**config.mk**
```make
export PLATFORM = sky130hd
export DESIGN_NAME = disp_scan_ctrl_flat
export DESIGN_NICKNAME = d
export VERILOG_FILES = /design/src/rtl/disp_scan_ctrl_if.sv /design/src/rtl/disp_scan_ctrl.sv /design/src/flat_wrapper.sv
export SDC_FILE = /design/constraint.sdc
export NUM_CORES = 1
export LEC_CHECK = 0
export ABC_AREA = 1
export CAP_MARGIN = 20
export CORE_MARGIN = 5
export CORE_UTILIZATION = 55
export CTS_CLUSTER_DIAMETER = 200
export DETAILED_ROUTE_END_ITERATION = 6
export PLACE_DENSITY_LB_ADDON = 0.12
export SLEW_MARGIN = 20
export SYNTH_ARGS = -nofsm -noshare
export SYNTH_HDL_FRONTEND = slang
export SYNTH_SLANG_ARGS = --single-unit
```
**constraint.sdc**
```tcl
create_clock -name clk -period 3.47 [get_ports clk]
set_input_delay 0.8675 -clock clk [delete_from_list [all_inputs] [get_ports clk]]
set_output_delay 0.8675 -clock clk [all_outputs]
set_load 0.01 [all_outputs]
```
**src/rtl/disp_scan_ctrl_if.sv**
```systemverilog
// disp_scan_ctrl_if
//   Bundles the user-side write/commit bus and the display-side scan outputs
//   of disp_scan_ctrl.
//   master : user logic / testbench. Drives we, waddr, wdata, commit and
//            en_mask. Observes sel, dig, seg, frame and pending.
//   slave  : disp_scan_ctrl itself.
//   Signals:
//     we       shadow write strobe
//     waddr    digit index to write (0 = rightmost)
//     wdata    hex value 0x0..0xF
//     commit   one-cycle request to copy shadow to active at the next frame wrap
//     en_mask  live per-digit enable (bit i = 0 blanks digit i)
//     sel      current digit slot index
//     dig      active-low digit strobes
//     seg      active-low segments {g,f,e,d,c,b,a}
//     frame    one-cycle pulse in the first cycle of slot 0
//     pending  a commit is waiting for the next frame wrap
interface disp_scan_ctrl_if;
  logic       we;
  logic [2:0] waddr;
  logic [3:0] wdata;
  logic       commit;
  logic [7:0] en_mask;
  logic [2:0] sel;
  logic [7:0] dig;
  logic [6:0] seg;
  logic       frame;
  logic       pending;

  modport master (
    output we, waddr, wdata, commit, en_mask,
    input  sel, dig, seg, frame, pending
  );

  modport slave (
    input  we, waddr, wdata, commit, en_mask,
    output sel, dig, seg, frame, pending
  );
endinterface

```
**src/rtl/disp_scan_ctrl.sv**
```systemverilog
// disp_scan_ctrl
//   Scan controller for an 8-digit multiplexed seven-segment display.
//   Eight 4-bit digits live in a shadow/active register pair: writes land in
//   shadow, and a commit copies shadow to active only at a frame wrap so a
//   half-updated number is never shown. Each digit slot lasts DIV clocks,
//   the first of which is a dead-time cycle with every strobe off.
//
//   Parameter:
//     DIV      clocks per digit slot (2..65535), 16-bit prescaler
//   Ports:
//     clk      system clock, rising edge
//     rst_n    asynchronous active-low reset
//     bus      disp_scan_ctrl_if.slave (write/commit inputs, scan outputs)
//
//   Optional feature macro:
//     DISP_LZB_EN  when defined, leading zeros of the active value are blanked
//                  (digit 0 always stays visible).
module disp_scan_ctrl #(
  parameter int unsigned DIV = 1024
) (
  input logic            clk,
  input logic            rst_n,
  disp_scan_ctrl_if.slave bus
);

  localparam logic [15:0] LAST = 16'(DIV - 1);

  logic [15:0]     cnt_reg, cnt_next;
  logic [2:0]      sel_reg, sel_next;
  logic            pending_reg, pending_next;
  logic            frame_reg;
  logic [7:0]      dig_reg, dig_next;
  logic [6:0]      seg_reg, seg_next;
  logic [7:0][3:0] shadow_reg;
  logic [7:0][3:0] active_reg, active_next;
  logic [7:0]      visible;
  logic            tick, frame_tick, copy;

  // Active-low {g,f,e,d,c,b,a}; b and d use the lowercase glyphs.
  function automatic logic [6:0] hex_glyph(input logic [3:0] v);
    case (v)
      4'h0: hex_glyph = 7'b1000000;
      4'h1: hex_glyph = 7'b1111001;
      4'h2: hex_glyph = 7'b0100100;
      4'h3: hex_glyph = 7'b0110000;
      4'h4: hex_glyph = 7'b0011001;
      4'h5: hex_glyph = 7'b0010010;
      4'h6: hex_glyph = 7'b0000010;
      4'h7: hex_glyph = 7'b1111000;
      4'h8: hex_glyph = 7'b0000000;
      4'h9: hex_glyph = 7'b0010000;
      4'hA: hex_glyph = 7'b0001000;
      4'hB: hex_glyph = 7'b0000011;
      4'hC: hex_glyph = 7'b1000110;
      4'hD: hex_glyph = 7'b0100001;
      4'hE: hex_glyph = 7'b0000110;
      default: hex_glyph = 7'b0001110;
    endcase
  endfunction

  // ---------------------------------------------------------------------
  // State register
  // ---------------------------------------------------------------------
  always_ff @(posedge clk or negedge rst_n) begin
    if (!rst_n) begin
      cnt_reg     <= 16'd0;
      sel_reg     <= 3'd0;
      pending_reg <= 1'b0;
      frame_reg   <= 1'b0;
      dig_reg     <= 8'hFF;
      seg_reg     <= 7'h7F;
      shadow_reg  <= '0;
      active_reg  <= '0;
    end else begin
      cnt_reg     <= cnt_next;
      sel_reg     <= sel_next;
      pending_reg <= pending_next;
      frame_reg   <= frame_tick;
      dig_reg     <= dig_next;
      seg_reg     <= seg_next;
      active_reg  <= active_next;
      if (bus.we) begin
        shadow_reg[bus.waddr] <= bus.wdata;
      end
    end
  end

  // ---------------------------------------------------------------------
  // Next-state logic
  // ---------------------------------------------------------------------
  always_comb begin
    tick         = (cnt_reg == LAST);
    frame_tick   = tick && (sel_reg == 3'd7);
    copy         = frame_tick && pending_reg;
    cnt_next     = tick ? 16'd0 : cnt_reg + 16'd1;
    sel_next     = tick ? sel_reg + 3'd1 : sel_reg;
    // A commit arriving on the frame tick itself wins over the clear, so it
    // waits for the following frame.
    pending_next = bus.commit || (pending_reg && !frame_tick);
  end

  // The copy reads shadow_reg before this edge's write lands, so a write in
  // the frame-tick cycle stays in shadow for the next commit.
  genvar gi;
  generate
    for (gi = 0; gi < 8; gi++) begin : g_digit
      assign active_next[gi] = copy ? shadow_reg[gi] : active_reg[gi];
    end
  endgenerate

`ifdef DISP_LZB_EN
  // zero_from[i] is high when digit i and every digit above it are zero.
  logic [8:1] zero_from;
  assign zero_from[8] = 1'b1;
  generate
    for (gi = 1; gi < 8; gi++) begin : g_lzb
      assign zero_from[gi] = (active_next[gi] == 4'd0) && zero_from[gi + 1];
    end
  endgenerate
  assign visible = bus.en_mask & ~{zero_from[7:1], 1'b0};
`else
  assign visible = bus.en_mask;
`endif

  // ---------------------------------------------------------------------
  // Output logic: evaluated on the next state so the registered strobes
  // line up with the sel/cnt of the same cycle.
  // ---------------------------------------------------------------------
  always_comb begin
    dig_next = 8'hFF;
    seg_next = 7'h7F;
    if ((cnt_next != 16'd0) && visible[sel_next]) begin
      dig_next = ~(8'd1 << sel_next);
      seg_next = hex_glyph(active_next[sel_next]);
    end
  end

  assign bus.sel     = sel_reg;
  assign bus.dig     = dig_reg;
  assign bus.seg     = seg_reg;
  assign bus.frame   = frame_reg;
  assign bus.pending = pending_reg;

endmodule
```
**src/flat_wrapper.sv**
```systemverilog
// flat-port wrapper written by rule: the top's interface ports become plain ports
module disp_scan_ctrl_flat 
#(
  parameter int unsigned DIV = 1024
)
  (clk, rst_n, bus_we, bus_waddr, bus_wdata, bus_commit, bus_en_mask, bus_sel, bus_dig, bus_seg, bus_frame, bus_pending);
  disp_scan_ctrl_if bus_i ();
  input logic clk;
  input logic rst_n;
  input wire logic [$bits(bus_i.we)-1:0] bus_we;
  input wire logic [$bits(bus_i.waddr)-1:0] bus_waddr;
  input wire logic [$bits(bus_i.wdata)-1:0] bus_wdata;
  input wire logic [$bits(bus_i.commit)-1:0] bus_commit;
  input wire logic [$bits(bus_i.en_mask)-1:0] bus_en_mask;
  output wire logic [$bits(bus_i.sel)-1:0] bus_sel;
  output wire logic [$bits(bus_i.dig)-1:0] bus_dig;
  output wire logic [$bits(bus_i.seg)-1:0] bus_seg;
  output wire logic [$bits(bus_i.frame)-1:0] bus_frame;
  output wire logic [$bits(bus_i.pending)-1:0] bus_pending;
  assign bus_i.we = bus_we;
  assign bus_i.waddr = bus_waddr;
  assign bus_i.wdata = bus_wdata;
  assign bus_i.commit = bus_commit;
  assign bus_i.en_mask = bus_en_mask;
  assign bus_sel = bus_i.sel;
  assign bus_dig = bus_i.dig;
  assign bus_seg = bus_i.seg;
  assign bus_frame = bus_i.frame;
  assign bus_pending = bus_i.pending;
  disp_scan_ctrl #(.DIV(DIV)) u_core (.clk(clk), .rst_n(rst_n), .bus(bus_i));
endmodule
```
==> flow_metrics.tcl <==
set metrics [dict create \
    status "completed" \
    synth_edf_count 0 \
    placedCellCount 743 \
    critPathKind "reg -> reg" \
    drc 0 \
    worstRegToRegCells 20 \
    slew_headroom 0.5060 \
    rows 34 \
    post-route-period-util 0.8900 \
    num_vias 3919 \
    routed_wirelength_mm 10.88 \
    die-area_mm2 0.01098 \
    cts_buffer_depth 2 \
    critPathLaunchType "flip-flop" \
    synth_common_cells "nand2_1 (218), dfrtp_1 (85), inv_1 (68)" \
    die_w_um 104.8 \
    core_area_mm2 0.008721 \
    dp.final_hpwl_mm 7.877 \
    r2r-start "u_core.cnt_reg[0]" \
    grt_pass1_wl_mm 18.71 \
    multiInputGateArea_mm2 0.002054 \
    p_per_area_mw_per_mm2 387.5 \
    fin_cells 759 \
    dr.pass1.iters 5 \
    ys_ff_latch 100 \
    clock-sinks 100 \
    path_clk_slew_ns 0.10 \
    synth_top_cell_area_share 0.4303 \
    clock_skew_ns 0.01663 \
    fp.dieH_um 104.8 \
    yosysSeqAreaShare 0.5100 \
    ctsResizeCount 0 \
    syn_nets 630 \
    drtIter0Drc 237 \
    synth_cell_types 32 \
    final-setup-viol-count 0 \
    rsz0062_at_grt "no" \
    grt.overflow.total 0 \
    slew_violations 0 \
    startpoint "u_core.cnt_reg[0]" \
    ys_warn_count 0 \
    antenna_found_initial 0 \
    r2r_end "u_core.bus.seg[3]" \
    ir_drop_mv 0.2725 \
    register_area_mm2 0.002521 \
    hp-class "reg -> reg" \
    clkLatencyLatePin_ns 0.38 \
    cp.required_ns 3.78 \
    total_leakage_power_nw 2.977 \
    clockRootBuffer "clkbuf_8" \
    regToRegSetupSlack_ns 0.38 \
    worst_pin_slew_ns 0.7353 \
    num-nets-final 674 \
    cts_buffers 9 \
    diodes 0 \
    netlist_area_mm2 0.004943 \
    critPathMaxFanout 32 \
    io_pins 39 \
    area_growth_pct 13.67 \
    async_flop_share 1.000 \
    max_cap_violations 0 \
    nFillCells 772 \
    wl_per_cell_um 14.34 \
    end_kind "flip-flop" \
    crit_end "u_core.bus.seg[3]" \
    gp_congestion 0.8631 \
    yosysTopAreaCell "dfrtp_1" \
    post_cts_buffers 0 \
    avgSynthCellArea_um2 8.212 \
    grt_max_degree 59 \
    synthMostInstantiatedCell "nand2_1" \
    hold_violations 0 \
    drive_gt1_frac 0.1290 \
    fmax_mhz 323.8 \
    htree_num_levels 3 \
    synth_flop_cell "dfrtp_1" \
    ant_nets 0 \
    first_global_vias 3871 \
    synthTopCellsByArea "dfrtp_1 (43%), nand2_1 (17%), dfstp_2 (8.0%)" \
    fin_tns_setup_ns 0 \
    cts_tree "built" \
    ctsHoldBuffers 0 \
    syn_inst 602 \
    start_util 0.5669 \
    arrival_ns 3.40 \
    vias_per_cell 5.163 \
    final.min_clock_period_ns 3.088 \
    portBuffers 38 \
    grt_use_total 0.2078 \
]
## layout make-up
type                       instances  area share
tap                              108     0.02405
timing repair buffer              44     0.07526
clock buffer                       9     0.02204
clock inverter                     7     0.01403
inverter                          74     0.05032
sequential                       100      0.4487
multi-input combinational        417      0.3656
## per-layer routing
| layer | global-route usage | up-vias | routed length [µm] |
|---|---|---|---|
| met1 | 0.2804 | 1821 | 4930 |
| met2 | 0.3318 | 118 | 5156 |
| met5 | 0 | - | 0 |
| li1 | - | 1964 | - |
| met3 | 0.04501 | 16 | 625 |
| met4 | 0.07489 | 0 | 169 |
## power breakdown
part           switching, mW  internal, mW  total, mW
registers             0.0444          1.24       1.29
clock network          0.461         0.286      0.747
logic                 0.0831        0.0603      0.143
## logic make-up after synthesis
family | Yosys count | share of synthesized area
buf+inv | 85 | 0.07441
compound gates | 52 | 0.05669
flops | 100 | 0.5100
simple gates | 350 | 0.3255
fa+ha+maj | 9 | 0.02278
xor+xnor | 6 | 0.01063
## worst max-delay path, stage by stage (launching register included)
cell	delay [ns]
dfrtp_1	0.40
ha_1	0.22
nand2_2	0.08
nor2_4	0.15
nand2_4	0.10
inv_6	0.09
nand4_4	0.34
inv_2	0.38
nand2_1	0.11
nand2_1	0.10
nand2_1	0.05
nand2_1	0.07
nor2_1	0.04
nand2_1	0.05
nand2_1	0.14
inv_1	0.15
ha_1	0.19
nand3_1	0.13
nand2_1	0.10
nand2_1	0.06
nand3_1	0.07
## stage by stage
| step | hold WS, ns | worst slack, ns | cell area [µm²] | util | total power, mW |
|---|---|---|---|---|---|
| 2_1_floorplan | 0.4379 | 1.021 | 4943 | - | 1.365 |
| 3_3_place_gp | 0.4589 | 0.4847 | 5416 | 0.6211 | 1.445 |
| 3_5_place_dp | 0.4616 | 0.4154 | 5416 | 0.6211 | 1.454 |
| 4_1_cts | 0.4916 | 0.3733 | 5619 | 0.6443 | 2.195 |
| 5_1_grt | 0.5147 | 0.03668 | 5619 | 0.6443 | 2.275 |
| 6_report | 0.4920 | 0.3816 | 5619 | 0.6443 | 2.178 |
## worst min-delay path by stage
stage	cells past startpoint	startpoint	slack, ns	endpoint
global route	2	u_core.active_reg[16]	0.51	u_core.active_reg[16]
finish	2	u_core.active_reg[4]	0.49	u_core.active_reg[4]
detailed placement	2	u_core.active_reg[16]	0.46	u_core.active_reg[16]
CTS	2	u_core.active_reg[17]	0.49	u_core.active_reg[17]
floorplan	2	u_core.active_reg[10]	0.44	u_core.active_reg[10]
global placement	2	u_core.active_reg[10]	0.46	u_core.active_reg[10]
## cells in the final DEF, fill, tap and decap left out, drive strengths merged, types with 9 or more instances in the layout
| master | count |
|---|---|
| nand2 | 236 |
| dfrtp | 85 |
| inv | 77 |
| nor2 | 55 |
| o21ai | 44 |
| nand3 | 39 |
| clkdlybuf4s50 | 37 |
| dfstp | 15 |
| nand4 | 12 |
| ha | 9 |
| clkbuf | 9 |
Note: power is estimated with default switching activity, not from simulation.
